File: config.mk
export PLATFORM = sky130hd
export DESIGN_NAME = fetch_queue_flat
export DESIGN_NICKNAME = d
export VERILOG_FILES = /design/src/rtl/fetch_queue_pkg.sv /design/src/rtl/fetch_queue_if.sv /design/src/rtl/fetch_queue_sync_fifo.sv /design/src/rtl/fetch_queue.sv /design/src/flat_wrapper.sv
export SDC_FILE = /design/constraint.sdc
export NUM_CORES = 1
export LEC_CHECK = 0
export ABC_CLOCK_PERIOD_IN_PS = 6200
export CAP_MARGIN = 15
export CORE_MARGIN = 3
export CORE_UTILIZATION = 61
export CTS_CLUSTER_DIAMETER = 200
export DETAILED_ROUTE_END_ITERATION = 10
export MAX_ROUTING_LAYER = met4
export PLACE_DENSITY = 0.89
export SLEW_MARGIN = 20
export SYNTH_ARGS = -nofsm -noshare
export SYNTH_HDL_FRONTEND = slang
export SYNTH_SLANG_ARGS = --single-unit
export TNS_END_PERCENT = 100
File: constraint.sdc
create_clock -name clk -period 6.2 [get_ports clk]
set_input_delay 0.93 -clock clk [delete_from_list [all_inputs] [get_ports clk]]
set_output_delay 0.93 -clock clk [all_outputs]
set_load 0.02 [all_outputs]
File: src/rtl/fetch_queue_pkg.sv
// Shared definitions for the instruction-fetch queue: default widths,
// the cleared-instruction constant and the request credit check.
package fetch_queue_pkg;

    localparam int FQ_DBITS   = 32;
    localparam int FQ_IBITS   = 32;
    localparam int FQ_DEPTH   = 4;
    localparam int FQ_MAX_OUT = 4;

    // Word presented on inst_data whenever the queue head is not valid.
    localparam logic [31:0] INST_NOP = 32'h0;

    // A new request may issue only if its eventual response is guaranteed a
    // queue slot and the in-flight tracking (live plus discarded) has room.
    function automatic logic creditAvailable(input int qCount,
                                             input int outstanding,
                                             input int discard,
                                             input int depth,
                                             input int maxOut);
        return ((qCount + outstanding) < depth) && ((outstanding + discard) < maxOut);
    endfunction

endpackage

File: src/rtl/fetch_queue_if.sv
// Bundle of the PC-side, memory-side and decode-side signals of the fetch
// queue. The master modport is the fetch queue itself; the slave modport is
// the surrounding PC apparatus, instruction memory and decode stage.
interface fetch_queue_if
    import fetch_queue_pkg::*;
#(
    parameter int DBITS = FQ_DBITS,
    parameter int IBITS = FQ_IBITS
);

    logic [DBITS-1:0] pc_in;
    logic             pc_advance;
    logic             redirect;

    logic             mem_req_valid;
    logic [DBITS-1:0] mem_req_addr;
    logic             mem_req_ready;
    logic             mem_resp_valid;
    logic [IBITS-1:0] mem_resp_data;

    logic             inst_valid;
    logic [IBITS-1:0] inst_data;
    logic [DBITS-1:0] inst_pc;
    logic             inst_ready;

    modport master (
        input  pc_in, redirect, mem_req_ready, mem_resp_valid, mem_resp_data, inst_ready,
        output pc_advance, mem_req_valid, mem_req_addr, inst_valid, inst_data, inst_pc
    );

    modport slave (
        output pc_in, redirect, mem_req_ready, mem_resp_valid, mem_resp_data, inst_ready,
        input  pc_advance, mem_req_valid, mem_req_addr, inst_valid, inst_data, inst_pc
    );

endinterface

File: src/rtl/fetch_queue_sync_fifo.sv
// Small synchronous FIFO with push/pop/clear and a combinational head.
// Pointers wrap modulo DEPTH, so DEPTH need not be a power of two.
module sync_fifo #(
    parameter int WIDTH = 8,
    parameter int DEPTH = 4
) (
    input  logic                   clk,
    input  logic                   reset,
    input  logic                   clear,
    input  logic                   push,
    input  logic                   pop,
    input  logic [WIDTH-1:0]       wdata,
    output logic [WIDTH-1:0]       rdata,
    output logic                   full,
    output logic                   empty,
    output logic [$clog2(DEPTH):0] count
);

    localparam int PW = (DEPTH > 1) ? $clog2(DEPTH) : 1;
    localparam int CW = $clog2(DEPTH) + 1;

    logic [WIDTH-1:0] mem_q [DEPTH];
    logic [PW-1:0]    rdPtr_q;
    logic [PW-1:0]    wrPtr_q;
    logic [CW-1:0]    count_q;
    logic             doPush;
    logic             doPop;

    function automatic logic [PW-1:0] nextPtr(input logic [PW-1:0] p);
        return (p == PW'(DEPTH - 1)) ? '0 : p + 1'b1;
    endfunction

    assign empty  = (count_q == '0);
    assign full   = (count_q == CW'(DEPTH));
    assign count  = count_q;
    assign rdata  = mem_q[rdPtr_q];
    assign doPop  = pop && !empty;
    assign doPush = push && (!full || doPop);

    // Storage carries no reset; validity is tracked purely by count_q.
    always_ff @(posedge clk) begin
        if (doPush && !clear) begin
            mem_q[wrPtr_q] <= wdata;
        end
    end

    // Pointer and occupancy bookkeeping; clear empties the FIFO in one cycle.
    always_ff @(posedge clk or negedge reset) begin
        if (!reset) begin
            rdPtr_q <= '0;
            wrPtr_q <= '0;
            count_q <= '0;
        end else if (clear) begin
            rdPtr_q <= '0;
            wrPtr_q <= '0;
            count_q <= '0;
        end else begin
            if (doPush) begin
                wrPtr_q <= nextPtr(wrPtr_q);
            end
            if (doPop) begin
                rdPtr_q <= nextPtr(rdPtr_q);
            end
            count_q <= count_q + CW'(doPush) - CW'(doPop);
        end
    end

endmodule

File: src/rtl/fetch_queue.sv
// Instruction-fetch queue: issues in-order fetches at pc_in, tags them with
// their PC, buffers returned words for decode and discards responses that
// belong to fetches flushed by a redirect.
// Optional build macro FETCH_PERF_EN adds the perf_stall / perf_drop counters.
module fetch_queue
    import fetch_queue_pkg::*;
#(
    parameter int DBITS   = FQ_DBITS,
    parameter int IBITS   = FQ_IBITS,
    parameter int DEPTH   = FQ_DEPTH,
    parameter int MAX_OUT = FQ_MAX_OUT
) (
    input  logic          clk,
    input  logic          reset,
    fetch_queue_if.master bus
`ifdef FETCH_PERF_EN
    ,
    output logic [31:0]   perf_stall,
    output logic [31:0]   perf_drop
`endif
);

    localparam int QCW = $clog2(DEPTH) + 1;
    localparam int OCW = $clog2(MAX_OUT) + 1;
    localparam int EW  = DBITS + IBITS;

    logic [QCW-1:0]   qCount;
    logic             qEmpty;
    logic             qFull;
    logic [EW-1:0]    qHead;
    logic [OCW-1:0]   tagCount;
    logic             tagEmpty;
    logic             tagFull;
    logic [DBITS-1:0] tagHead;
    logic [OCW-1:0]   discard_q;
    logic [OCW-1:0]   discard_d;
    logic             room;
    logic             reqValid;
    logic             accept;
    logic             respDrop;
    logic             respDeliver;
    logic             respCounted;
    logic             instValid;
    logic             unusedFlags;

    // The tag FIFO occupancy is exactly the number of live outstanding fetches.
    assign room        = creditAvailable(int'(qCount), int'(tagCount), int'(discard_q), DEPTH, MAX_OUT);
    assign reqValid    = reset && room && !bus.redirect;
    assign accept      = reqValid && bus.mem_req_ready;
    assign respDrop    = bus.mem_resp_valid && (discard_q != '0);
    assign respDeliver = bus.mem_resp_valid && (discard_q == '0) && !tagEmpty;
    assign respCounted = respDrop || respDeliver;
    assign instValid   = !qEmpty;
    assign unusedFlags = qFull ^ tagFull;

    assign bus.mem_req_valid = reqValid;
    assign bus.mem_req_addr  = bus.pc_in;
    assign bus.pc_advance    = accept;
    assign bus.inst_valid    = instValid;
    assign bus.inst_pc       = qEmpty ? '0 : qHead[EW-1:IBITS];
    assign bus.inst_data     = qEmpty ? IBITS'(INST_NOP) : qHead[IBITS-1:0];

    // On redirect every live fetch becomes one to discard, minus any response consumed now.
    always_comb begin
        discard_d = discard_q;
        if (bus.redirect) begin
            discard_d = discard_q + tagCount - OCW'(respCounted);
        end else if (respDrop) begin
            discard_d = discard_q - 1'b1;
        end
    end

    // Count of stale responses still to be swallowed.
    always_ff @(posedge clk or negedge reset) begin
        if (!reset) begin
            discard_q <= '0;
        end else begin
            discard_q <= discard_d;
        end
    end

    sync_fifo #(
        .WIDTH (DBITS),
        .DEPTH (MAX_OUT)
    ) u_tagFifo (
        .clk   (clk),
        .reset (reset),
        .clear (bus.redirect),
        .push  (accept),
        .pop   (respDeliver),
        .wdata (bus.pc_in),
        .rdata (tagHead),
        .full  (tagFull),
        .empty (tagEmpty),
        .count (tagCount)
    );

    sync_fifo #(
        .WIDTH (EW),
        .DEPTH (DEPTH)
    ) u_instQueue (
        .clk   (clk),
        .reset (reset),
        .clear (bus.redirect),
        .push  (respDeliver),
        .pop   (instValid && bus.inst_ready),
        .wdata ({tagHead, bus.mem_resp_data}),
        .rdata (qHead),
        .full  (qFull),
        .empty (qEmpty),
        .count (qCount)
    );

`ifdef FETCH_PERF_EN
    logic [31:0] stall_q;
    logic [31:0] drop_q;
    logic        dropNow;

    // A word delivered in a redirect cycle is flushed too, so it counts as dropped.
    assign dropNow    = respDrop || (bus.redirect && respDeliver);
    assign perf_stall = stall_q;
    assign perf_drop  = drop_q;

    // Saturating stall and dropped-response counters.
    always_ff @(posedge clk or negedge reset) begin
        if (!reset) begin
            stall_q <= '0;
            drop_q  <= '0;
        end else begin
            if (reqValid && !bus.mem_req_ready && (stall_q != '1)) begin
                stall_q <= stall_q + 32'd1;
            end
            if (dropNow && (drop_q != '1)) begin
                drop_q <= drop_q + 32'd1;
            end
        end
    end
`endif

endmodule

File: src/flat_wrapper.sv
// flat-port wrapper written by rule: the top's interface ports become plain ports
module fetch_queue_flat import fetch_queue_pkg::*;
#(
    parameter int DBITS   = FQ_DBITS,
    parameter int IBITS   = FQ_IBITS,
    parameter int DEPTH   = FQ_DEPTH,
    parameter int MAX_OUT = FQ_MAX_OUT
)
  (clk, reset, bus_pc_in, bus_redirect, bus_mem_req_ready, bus_mem_resp_valid, bus_mem_resp_data, bus_inst_ready, bus_pc_advance, bus_mem_req_valid, bus_mem_req_addr, bus_inst_valid, bus_inst_data, bus_inst_pc);
  fetch_queue_if #(.DBITS(DBITS), .IBITS(IBITS)) bus_i ();
  input  logic clk;
  input  logic reset;
  input wire logic [$bits(bus_i.pc_in)-1:0] bus_pc_in;
  input wire logic [$bits(bus_i.redirect)-1:0] bus_redirect;
  input wire logic [$bits(bus_i.mem_req_ready)-1:0] bus_mem_req_ready;
  input wire logic [$bits(bus_i.mem_resp_valid)-1:0] bus_mem_resp_valid;
  input wire logic [$bits(bus_i.mem_resp_data)-1:0] bus_mem_resp_data;
  input wire logic [$bits(bus_i.inst_ready)-1:0] bus_inst_ready;
  output wire logic [$bits(bus_i.pc_advance)-1:0] bus_pc_advance;
  output wire logic [$bits(bus_i.mem_req_valid)-1:0] bus_mem_req_valid;
  output wire logic [$bits(bus_i.mem_req_addr)-1:0] bus_mem_req_addr;
  output wire logic [$bits(bus_i.inst_valid)-1:0] bus_inst_valid;
  output wire logic [$bits(bus_i.inst_data)-1:0] bus_inst_data;
  output wire logic [$bits(bus_i.inst_pc)-1:0] bus_inst_pc;
  assign bus_i.pc_in = bus_pc_in;
  assign bus_i.redirect = bus_redirect;
  assign bus_i.mem_req_ready = bus_mem_req_ready;
  assign bus_i.mem_resp_valid = bus_mem_resp_valid;
  assign bus_i.mem_resp_data = bus_mem_resp_data;
  assign bus_i.inst_ready = bus_inst_ready;
  assign bus_pc_advance = bus_i.pc_advance;
  assign bus_mem_req_valid = bus_i.mem_req_valid;
  assign bus_mem_req_addr = bus_i.mem_req_addr;
  assign bus_inst_valid = bus_i.inst_valid;
  assign bus_inst_data = bus_i.inst_data;
  assign bus_inst_pc = bus_i.inst_pc;
  fetch_queue #(.DBITS(DBITS), .IBITS(IBITS), .DEPTH(DEPTH), .MAX_OUT(MAX_OUT)) u_core (.clk(clk), .reset(reset), .bus(bus_i));
endmodule
# == Yosys cells after proc, flatten, opt, wreduce, memory -nomap -nowiden ==
# Memories as Yosys holds them, arrays and structs flattened.
# Cells that the tools add are included.
# totals
elab_cells,83
regBits,17
latch_bits,0
output_inout_bits,99
mem_count,2
inputBits,70
ramBits,384
rom_bits,0
# memory_table
memory,depth,width,read_ports,rd_ports_with_merged_regs,write_ports,line,source
u_core.u_instQueue.mem_q,4,64,1,0,1,fetch_queue_sync_fifo.sv:22,logic [WIDTH-1:0] mem_q [DEPTH];
u_core.u_tagFifo.mem_q,4,32,1,0,1,fetch_queue_sync_fifo.sv:22,
# classes
mul,0
n_reduce_logical,31
muxes,22
magnitude_cmp,2
n_div,0
shifts,0
eq_ne,6
n_addsub,13
bitwise,0
# op_table
cell,n
< comparator 32 x 4 -> 1 bit (second input constant),2
2-to-1 mux 32 bit,2
2-to-1 mux 2 bit,12
logical AND 1 bit,14
2-to-1 mux 3 bit,4
nonzero test 2 bit,5
logical NOT 3 bit,3
subtractor 3 x 1 -> 3 bit,3
adder 2 x 1 -> 2 bit (second input constant),4
adder 3 x 3 -> 4 bit,2
== test 2 bit (second input constant),4
adder 3 x 1 -> 3 bit,2
== test 3 bit (second input constant),2
logical NOT 1 bit,5
2-to-1 mux 1 bit,4
adder 3 bit,1
logical OR 1 bit,3
nonzero test 3 bit,1
subtractor 3 x 1 -> 3 bit (second input constant),1

# == Longest topological paths before layout ==
# Gate-level depths: netlist (run 1).
# depth
depth_word,10
depth_mapped,14
depth_no_buf,14

# == Hierarchy ==
# Synthesis (run 1) repeated with hierarchy kept, for this count alone.
# hier_totals
cells_unflattened,745
area_unflattened_um2,15815.2
# modules_own_cells
mod,seq_area_each_um2,instances,cells_each,area_each_um2
sync_fifo (u_core.u_instQueue),7862.5,1,381,9663.0
sync_fifo (u_core.u_tagFifo),4018.9,1,215,5069.9
fetch_queue,75.1,1,149,1082.3

# == Worst setup path after synthesis (run 1) ==
# Ideal clock, no wire load.
# synth_timing
kind,input port to flip-flop
from,input port bus_mem_resp_valid
to,"memory u_core.u_instQueue.mem_q[0][0] (netlist name), enable pin"
path_stages,3
arrival_time_ns,3.031
n_path_buf,0
setup_ns,0.429
slack_ns,2.740
required_ns,5.771
path_cell_list,nand3b_1 > nor4_1 > and2_1
# synth_between
elab_chain_len,6
# synth_rtl
item,line,source
from (decl),flat_wrapper.sv:16,input wire logic [$bits(bus_i.mem_resp_valid)-1:0] bus_mem_resp_valid;
logical AND 1 bit (2 in series),fetch_queue.sv:51,assign respDeliver = bus.mem_resp_valid && (discard_q == '0) && !tagEmpty;
logical AND 1 bit,fetch_queue_sync_fifo.sv:38,assign doPush = push && (!full || doPop);
logical AND 1 bit,fetch_queue_sync_fifo.sv:42,if (doPush && !clear) begin
2-to-1 mux 1 bit,fetch_queue_sync_fifo.sv:42,
2-to-1 mux 1 bit (not written as such),fetch_queue_sync_fifo.sv:43,mem_q[wrPtr_q] <= wdata;
to (decl),fetch_queue_sync_fifo.sv:22,
# No other way between the ends.

# == Worst setup path after layout (run 1) ==
# layout_timing
from,input port bus_redirect
to,output port bus_pc_advance
# layout_between
elab_chain_len,3
# layout_rtl
item,line,source
from (decl),flat_wrapper.sv:14,input wire logic [$bits(bus_i.redirect)-1:0] bus_redirect;
logical NOT 1 bit,fetch_queue.sv:48,assign reqValid = reset && room && !bus.redirect;
logical AND 1 bit,fetch_queue.sv:48,
logical AND 1 bit,fetch_queue.sv:49,assign accept = reqValid && bus.mem_req_ready;
to (decl),flat_wrapper.sv:19,output wire logic [$bits(bus_i.pc_advance)-1:0] bus_pc_advance;
# No other way between the ends.

==> flow_summary.toml, run 1 <==
[run_status]
status = "finished, final reports clean"

[timing]
slew_viol_final = 0
skew_ns = 0.0168
hold_violations = 0
slew_headroom = 0.307
min_period_ns = 4.58
fmax_mhz = 219
rsz0062_at_grt = "no"
tightestPinTransition_ns = 1.04
whs_ns = 0.599
finalCritPeriodShare = 0.738
setup_violations = 0
tns_ns = 0

[worst_setup_path]
worstSetupEndpoint = "bus_pc_advance"
reg2reg_depth = 12
crit_path_max_incr_delay_ns = 0.83
crit_path_end_kind = "output pin"
r2r-end = "u_core.u_tagFifo.count[2]$_DFF_PN0_"
worst_ep_arrival_time_ns = 3.65
worst-path-stages = 5
path_cells = "clkdlybuf4s50_1 -> or4_4 -> a211oi_4 -> and2_2 -> clkdlybuf4s50_1"
crit_start = "bus_redirect"
cp.required_ns = 5.27
worst_setup_path_start_kind = "input port"
critPathMaxFanout = 22
critical_path.most_common_cell = "clkdlybuf4s50_1"
reg2reg_slack_ns = 2.81
r2r_start = "u_core.u_tagFifo.count[2]$_DFF_PN0_"
critPathBufInv = 2
critPathTopFamily = "buffers and inverters"
critPathSlowestCell = "clkdlybuf4s50_1"
critical_path_class = "in2out"

[hold_path]
holdPathStages = 2
min_path_type = "reg2reg"

[route]
wl_mm = 28.7
viasPerCell = 5.90
drc = 0
drt_iter0_drc = 572
wl_per_cell_um = 23.1
vias = 7342
first_pass_iters = 4
final_antenna_net_count = 0

[flow_run]
drv_cap = 0

[final_layout]
stdcell_area_sq_mm = 0.0188
drive_gt1_frac = 0.193
register_area_sq_mm = 0.0120
multi_input_area_sq_mm = 0.00336
antenna_cells = 0
area_growth_pct = 19.1
fin_nets = 982
layout.cells.non_filler = 1244
nFillCells = 1436

[cts]
insertion_delay_ns = 0.52
clockBufferDepth = 3
cts_hold_buf = 0
cts_buffers = 39
path_clk_slew_ns = 0.06
h-tree-depth = 2
cts_num_sinks = 401
cts_tree = "yes"
cts_resized = 0
root_buffer = "clkbuf_16"
cts_setup_buffers = 0

[grt]
grt_pass1_wl_mm = 45.5
grt_max_degree = 65
grt_pass1_vias = 7914
grt_antenna_before_repair = 0
grtUsageTotal = 0.218
overflow = 0

[logic_synthesis]
synth_area_sq_mm = 0.0157
synth_cells = 734
avgSynthCellArea_sq_um = 21.5
synth_area_leaders = "edfxtp_1 (73%), mux4_2 (14%), and2_1 (2.7%)"
ys_ff_latch = 401
synth_cell_types = 37
mappedNetlistNets = 828
post-synth-top-area-fraction = 0.732
synth_seq_area_share = 0.759
yosys.area.top_type = "edfxtp_1"
yosysWarnings = 0

[placed_design]
dpl_cell_area_sq_mm = 0.0175
placed_cells_incl_taps = 1177
gp_congestion = 0.807
dp_hpwl_mm = 16.4
port_buffers = 168

[floorplan]
dieArea_sq_mm = 0.0278
start_util = 0.623
top_level_ports = 169
chipHeight_um = 167
num_rows = 58
fp.coreArea_sq_mm = 0.0253
fp.dieW_um = 167

[pwr]
power.leakage_nw = 6.04
power.density_mw_per_mm2 = 391
ir_worst_vdd_mv = 0.282
==> cell usage in the layout (no fill, tap or decap), types with 2 or more instances in the layout <==
master	netlist	final
and2_1	68	64
and2_4	1	5
and3_1	2	2
and3_2	2	2
buf_4	36	8
bufinv_16	0	4
clkbuf_1	18	5
clkbuf_16	0	39
clkdlybuf4s50_1	0	168
clkinv_1	0	6
clkinv_2	0	8
clkinvlp_4	0	2
dfrtp_1	17	14
dfrtp_2	0	2
edfxtp_1	384	384
fa_1	3	3
ha_1	21	21
inv_1	14	14
inv_6	0	3
mux2i_1	3	3
mux4_2	96	96
nand2_1	8	8
nand3_1	4	4
nor2_1	12	12
nor2b_1	3	3
nor3_1	2	2
o21ai_0	4	4
o31ai_1	2	2
xnor2_1	6	6
xor2_1	5	5
==> tightest hold or removal path, cell delays in order, from the launching register on <==
cell and delay, ns:
dfrtp_1 0.40, mux2i_1 0.08, nor2_1 0.08
==> report_power, final <==
group          switching, mW  leakage (nW)  internal, mW
Combinational          0.931          1.76         0.969
Sequential             0.139          3.67          3.04
Clock                  0.944         0.598          1.32
==> stage by stage <==
stage	power (mW)	util	setup slack, ns
floorplan	4.34	-	2.74
global placement	5.10	0.694	1.73
detailed placement	5.14	0.694	1.71
CTS	7.41	0.743	1.66
global route	7.61	0.743	1.53
finish	7.34	0.743	1.62
==> cell usage after synthesis, drive strengths merged <==
cell and count:
a22o 1, and3 4, buf 45, xor2 5
a21oi 1, nor2b 3, a31oi 1, o31ai 2
nor3 2, fa 3, dfrtp 17, nor2 12
nor4 1, clkbuf 18, mux4 96, edfxtp 384
o21a 1, ha 21, or4 1, a211oi 1
nand3 4, nand2b 1, inv 14, mux2i 3
nand3b 1, xnor2 6, nand2 8, or2 1
o21ai 4, or3 1, nor4b 1, and2 70
or4b 1
==> final cells by class <==
type,instances,share of cell area
clock buffer,44,0.0530
clock inverter,23,0.0119
inverter,14,0.00280
multi-input combinational,256,0.179
sequential,401,0.638
tap,330,0.0220
timing repair buffer,176,0.0929
==> how the worst min path moves through the flow <==
stage / from / slack, ns / to
2_1_floorplan: u_core.u_instQueue.wrPtr_q[1]$_DFFE_PN0P_ / 0.54 / u_core.u_instQueue.wrPtr_q[1]$_DFFE_PN0P_
3_3_place_gp: u_core.u_instQueue.wrPtr_q[1]$_DFFE_PN0P_ / 0.58 / u_core.u_instQueue.wrPtr_q[1]$_DFFE_PN0P_
3_5_place_dp: u_core.u_instQueue.wrPtr_q[1]$_DFFE_PN0P_ / 0.59 / u_core.u_instQueue.wrPtr_q[1]$_DFFE_PN0P_
4_1_cts: u_core.u_instQueue.wrPtr_q[1]$_DFFE_PN0P_ / 0.60 / u_core.u_instQueue.wrPtr_q[1]$_DFFE_PN0P_
5_1_grt: u_core.u_instQueue.wrPtr_q[1]$_DFFE_PN0P_ / 0.65 / u_core.u_instQueue.wrPtr_q[1]$_DFFE_PN0P_
6_report: u_core.u_instQueue.wrPtr_q[1]$_DFFE_PN0P_ / 0.60 / u_core.u_instQueue.wrPtr_q[1]$_DFFE_PN0P_
==> logic make-up (layout without fill, tap and decap cells) <==
logic type	Yosys count	after routing	share of synthesized area
xor+xnor	11	11	0.00612
simple gates	111	111	0.0419
flops	401	401	0.759
mux	99	99	0.139
buf+inv	77	257	0.0277
fa+ha+maj	24	24	0.0205
compound gates	11	11	0.00524
==> routing by layer <==
metal  wire, um  vias up  GRT usage
li1           -     3205          -
met1      12100     3739      0.305
met2      13900      326      0.331
met3       1930       72     0.0451
met4        799        0     0.0728
met5          0        -          -
==> flip-flops by register name, indices dropped and copies added (netlist names) <==
register and flops:
u_core.discard_q 3, u_core.u_instQueue.rdPtr_q 2, u_core.u_tagFifo.count 3, u_core.u_tagFifo.wrPtr_q 2, u_core.u_instQueue.count 3, u_core.u_tagFifo.rdPtr_q 2
u_core.u_instQueue.mem_q 256, u_core.u_instQueue.wrPtr_q 2, u_core.u_tagFifo.mem_q 128
(Power assumes the default switching activity.)
==> inputs of run 2 (changes only) <==
--- a/config.mk
+++ b/config.mk
@@ -5,14 +5,14 @@
 export SDC_FILE = /design/constraint.sdc
 export NUM_CORES = 1
 export LEC_CHECK = 0
-export ABC_CLOCK_PERIOD_IN_PS = 6200
+export ABC_CLOCK_PERIOD_IN_PS = 4200
 export CAP_MARGIN = 15
 export CORE_MARGIN = 3
-export CORE_UTILIZATION = 61
+export CORE_UTILIZATION = 51
 export CTS_CLUSTER_DIAMETER = 200
 export DETAILED_ROUTE_END_ITERATION = 10
 export MAX_ROUTING_LAYER = met4
-export PLACE_DENSITY = 0.89
+export PLACE_DENSITY = 0.8
 export SLEW_MARGIN = 20
 export SYNTH_ARGS = -nofsm -noshare
 export SYNTH_HDL_FRONTEND = slang
==> constraint.sdc (replaced) <==
create_clock -name clk -period 4.2 [get_ports clk]
set_input_delay 0.63 -clock clk [delete_from_list [all_inputs] [get_ports clk]]
set_output_delay 0.63 -clock clk [all_outputs]
set_load 0.02 [all_outputs]
==> run 2 against run 1 <==
Clock skew shrank 0.0073 ns. Die area grew 19%. Worst setup slack got worse by 1.1 ns. Critical endpoint is now bus_inst_data[19]. Utilization shrank 11 points. Largest power group unchanged. Critical path type is now reg2out.
==> flow_summary.toml, run 2 (synthesis results as in run 1) <==
[run_status]
status = "finished, final reports clean"

[timing]
setup_violations = 0
skew_ns = 0.00953
finalCritPeriodShare = 0.865
hold_violations = 0
rsz0062_at_grt = "no"
tightestPinTransition_ns = 0.988
fmax_mhz = 275
tns_ns = 0
whs_ns = 0.483
slew_viol_final = 0
slew_headroom = 0.341
min_period_ns = 3.63

[placed_design]
port_buffers = 168
dp_hpwl_mm = 17.7
dpl_cell_area_sq_mm = 0.0178
placed_cells_incl_taps = 1252
gp_congestion = 0.726

[floorplan]
top_level_ports = 169
dieArea_sq_mm = 0.0330
fp.coreArea_sq_mm = 0.0300
fp.dieW_um = 182
num_rows = 63
start_util = 0.524
chipHeight_um = 182

[route]
viasPerCell = 5.55
vias = 7336
drt_iter0_drc = 568
drc = 0
final_antenna_net_count = 0
wl_mm = 29.7
wl_per_cell_um = 22.4
first_pass_iters = 5

[final_layout]
drive_gt1_frac = 0.205
antenna_cells = 0
stdcell_area_sq_mm = 0.0189
layout.cells.non_filler = 1322
area_growth_pct = 20.3
top_register = "u_core.u_instQueue.mem_q"
final_common_cell = "edfxtp_1"
largest_registers = "u_core.u_instQueue.mem_q: 256 flops, u_core.u_tagFifo.mem_q: 128 flops"
layout_common_cells = "edfxtp_1 (384), clkdlybuf4s50_1 (168), mux4_2 (96), and2_1 (64), clkbuf_16 (41)"
nFillCells = 2008
fin_nets = 998
largest_reg_flops = 256
utilization = 0.631

[cts]
root_buffer = "clkbuf_16"
h-tree-depth = 2
cts_resized = 0
cts_setup_buffers = 0
cts_num_sinks = 401
clockBufferDepth = 3
cts_tree = "yes"
cts_buffers = 40
path_clk_slew_ns = 0.06
insertion_delay_ns = 0.51
cts_hold_buf = 0

[grt]
overflow = 0
grt_antenna_before_repair = 0
grt_pass1_vias = 7902
grtUsageTotal = 0.190
grt_pass1_wl_mm = 47.1
grt_max_degree = 66

[hold_path]
min_path_type = "in2async"

[worst_setup_path]
critical_path_class = "reg2out"
critPathSlowestCell = "dfrtp_4"
reg2reg_slack_ns = 1.10
cp.required_ns = 3.57
worst_ep_arrival_time_ns = 3.00
critPathMaxFanout = 28
path_cells = "buf_4 -> mux4_2 -> and2_1 -> clkdlybuf4s50_1"
worst_setup_path_start_kind = "flip-flop"
crit_path_max_incr_delay_ns = 0.80
crit_path_end_kind = "output pin"

[pwr]
power.leakage_nw = 6.10
ir_worst_vdd_mv = 0.415
power.density_mw_per_mm2 = 566

[flow_run]
drv_cap = 0
## run 2: area by class of cell
class | instances | area (sq um) | share of cell area
Clock buffer | 46 | 1040 | 0.0551
Clock inverter | 24 | 138 | 0.00726
Inverter | 14 | 52.6 | 0.00277
Multi-Input combinational cell | 256 | 3370 | 0.178
Sequential cell | 401 | 12000 | 0.632
Tap cell | 390 | 488 | 0.0258
Timing Repair Buffer | 191 | 1890 | 0.0998
## run 2: final timing paths
check | startpoint | endpoint | cells after the start
worst min register to register | u_core.u_instQueue.wrPtr_q[1]$_DFFE_PN0P_ | u_core.u_instQueue.wrPtr_q[1]$_DFFE_PN0P_ | 2
worst min-delay path | reset | u_core.u_tagFifo.count[2]$_DFF_PN0_ | 2
worst max-delay path | u_core.u_instQueue.rdPtr_q[0]$_DFFE_PN0P_ | bus_inst_data[19] | 4
min in group clk | u_core.u_instQueue.wrPtr_q[1]$_DFFE_PN0P_ | u_core.u_instQueue.wrPtr_q[1]$_DFFE_PN0P_ | 2
max in group asynchronous | reset | u_core.u_instQueue.rdPtr_q[1]$_DFFE_PN0P_ | 2
worst max register to register | u_core.u_tagFifo.count[2]$_DFF_PN0_ | u_core.u_tagFifo.count[2]$_DFF_PN0_ | 12
## run 2: per-layer routing
layer / routed length (um) / GRT usage / up-vias
met2: 14700 / 0.300 / 286
met1: 12500 / 0.265 / 3769
met4: 381 / 0.0369 / 0
met3: 2090 / 0.0369 / 39
li1: - / - / 3242
met5: 0 / - / -
## run 2: power breakdown
group / internal [mW] / total [mW] / switching, mW
Sequential: 4.48 / 4.66 / 0.175
Clock: 1.84 / 3.21 / 1.37
Combinational: 1.45 / 2.85 / 1.40
## run 2: critical path, delay by kind of cell (launching register included)
| kind | cells | cell delay (ns) |
|---|---|---|
| buffers and inverters | 2 | 0.95 |
| AND/OR/NAND/NOR | 1 | 0.17 |
| flip-flops | 1 | 0.80 |
| multiplexers | 1 | 0.57 |
## run 2: stage by stage
stage | power [mW] | setup slack (ns)
global route | 11.2 | 0.343
finish | 10.7 | 0.567
CTS | 10.9 | 0.459
global placement | 7.60 | 0.828
floorplan | 6.41 | 1.02
detailed placement | 7.63 | 0.777
==> inputs of run 3 (changes only) <==
--- a/config.mk
+++ b/config.mk
@@ -7,12 +7,14 @@
 export LEC_CHECK = 0
 export ABC_CLOCK_PERIOD_IN_PS = 4200
 export CAP_MARGIN = 15
+export CELL_PAD_IN_SITES_DETAIL_PLACEMENT = 0
+export CELL_PAD_IN_SITES_GLOBAL_PLACEMENT = 1
 export CORE_MARGIN = 3
-export CORE_UTILIZATION = 51
+export CORE_UTILIZATION = 44
 export CTS_CLUSTER_DIAMETER = 200
 export DETAILED_ROUTE_END_ITERATION = 10
 export MAX_ROUTING_LAYER = met4
-export PLACE_DENSITY = 0.8
+export PLACE_DENSITY = 0.79
 export SLEW_MARGIN = 20
 export SYNTH_ARGS = -nofsm -noshare
 export SYNTH_HDL_FRONTEND = slang
==> run 3 against run 2 <==
Die area up 15%. Combinational power rose by 4%. Hold slack worse by 0.0077 ns. Fmax up 0.18%. Highest routed layer unchanged. Largest cell class unchanged. Wire length is 1.2% higher. Clock-buffer cell count increased by 8. Cell area increased by 1.9%. Via count shrank 0.80%.
==> flow_summary.toml, run 3 (synthesis results as in run 1) <==
[timing]
skew_ns = 0.00962
finalCritPeriodShare = 0.864
fmax_mhz = 276
hold_violations = 0
slew_headroom = 0.341
slew_viol_final = 0
min_period_ns = 3.63
setup_violations = 0
tns_ns = 0
setup_ws_ns = 0.573
rsz0062_at_grt = "no"
tightestPinTransition_ns = 0.989

[grt]
overflow = 0
grt_pass1_vias = 7831
grt_pass1_wl_mm = 47.0
grtUsageTotal = 0.164
grt_max_degree = 65
grt_antenna_before_repair = 0

[cts]
cts_num_sinks = 401
root_buffer = "clkbuf_16"
cts_hold_buf = 0
cts_buffers = 42
cts_resized = 0
insertion_delay_ns = 0.52
clockBufferDepth = 3
h-tree-depth = 2
cts_tree = "yes"
path_clk_slew_ns = 0.06
cts_setup_buffers = 0

[route]
drc = 0
vias = 7277
final_antenna_net_count = 0
viasPerCell = 5.25
wl_per_cell_um = 21.6
first_pass_iters = 6
drt_iter0_drc = 450
wl_mm = 30.0

[floorplan]
top_level_ports = 169
num_rows = 68
fp.coreArea_sq_mm = 0.0349
start_util = 0.451
dieArea_sq_mm = 0.0381
chipHeight_um = 195
fp.dieW_um = 195

[placed_design]
dp_hpwl_mm = 17.0
dp_slack_ns = 0.771
port_buffers = 168
gp_congestion = 0.728

[final_layout]
antenna_cells = 0
drive_gt1_frac = 0.207
fin_nets = 994
layout_common_cells = "edfxtp_1 (384), clkdlybuf4s50_1 (168), mux4_2 (96), and2_1 (64), clkbuf_16 (45)"
largest_registers = "u_core.u_instQueue.mem_q: 256 flops, u_core.u_tagFifo.mem_q: 128 flops"
top_register = "u_core.u_instQueue.mem_q"
final_common_cell = "edfxtp_1"
area_growth_pct = 22.6
largest_reg_flops = 256

[worst_setup_path]
critical_path_class = "reg2out"
critPathMaxFanout = 9
crit_path_end_kind = "output pin"
reg2reg_depth = 12
cp.required_ns = 3.57
worst_ep_arrival_time_ns = 3.00
worst_setup_path_start_kind = "flip-flop"

[run_status]
status = "finished, final reports clean"

[pwr]
ir_worst_vdd_mv = 0.435
power.density_mw_per_mm2 = 583
power.leakage_nw = 6.19

[hold_path]
min_path_type = "in2async"

[flow_run]
drv_cap = 0
-- run 3: cell count changes in the layout (fill, tap and decap cells not counted), sizes merged --
cell,delta
clkbuf,+8
buf,-6
bufinv,+4
clkinv,-6
-- run 3: final cells by class --
type / instances / area [sq um]
clock buffer: 54 / 1180
clock inverter: 22 / 233
fill: 2669 / 15600
inverter: 14 / 52.6
multi-input combinational: 256 / 3370
sequential: 401 / 12000
tap: 455 / 569
timing repair buffer: 185 / 1930
-- run 3: path summary, 6_finish.rpt --
path	from	end	slack, ns
worst max-delay path	u_core.u_tagFifo.count[2]$_DFF_PN0_	bus_pc_advance	0.57
worst min-delay path	reset	u_core.u_tagFifo.count[1]$_DFF_PN0_	0.48
worst max register to register	u_core.u_tagFifo.count[2]$_DFF_PN0_	u_core.u_tagFifo.count[2]$_DFF_PN0_	1.05
worst min register to register	u_core.u_instQueue.wrPtr_q[1]$_DFFE_PN0P_	u_core.u_instQueue.wrPtr_q[1]$_DFFE_PN0P_	0.59
max in group asynchronous	reset	u_core.u_instQueue.rdPtr_q[1]$_DFFE_PN0P_	3.49
min in group clk	u_core.u_instQueue.wrPtr_q[1]$_DFFE_PN0P_	u_core.u_instQueue.wrPtr_q[1]$_DFFE_PN0P_	0.59
-- run 3: worst max-delay path, cell delays in order, from the launching register on --
cell	delay, ns
dfrtp_1	0.44
ha_1	0.33
or4b_4	0.50
a211oi_4	0.39
and2_2	0.21
clkdlybuf4s50_1	0.59
-- run 3: power breakdown --
| group | switching (mW) | internal (mW) |
|---|---|---|
| combinational | 1.52 | 1.45 |
| sequential | 0.0836 | 4.49 |
| clock | 1.42 | 2.28 |
-- run 3: stage by stage --
step / std cells / instance area (sq um) / power (mW) / utilization / hold slack (ns)
finish: 1387 / 19300 / 11.2 / 0.553 / 0.476
CTS: 1387 / 19300 / 11.4 / 0.553 / 0.463
global route: 1387 / 19300 / 11.7 / 0.553 / 0.493
detailed placement: 1311 / 17900 / 7.68 / 0.513 / 0.581
floorplan: 734 / 15700 / 6.41 / - / 0.334
global placement: 1311 / 17900 / 7.68 / 0.513 / 0.575
-- run 3: layer usage --
| metal | vias to the layer above | wire, um | GRT usage |
|---|---|---|---|
| li1 | 3240 | - | - |
| met1 | 3808 | 13600 | 0.226 |
| met2 | 189 | 14600 | 0.262 |
| met3 | 40 | 1350 | 0.0273 |
| met4 | 0 | 461 | 0.0383 |
| met5 | - | 0 | - |
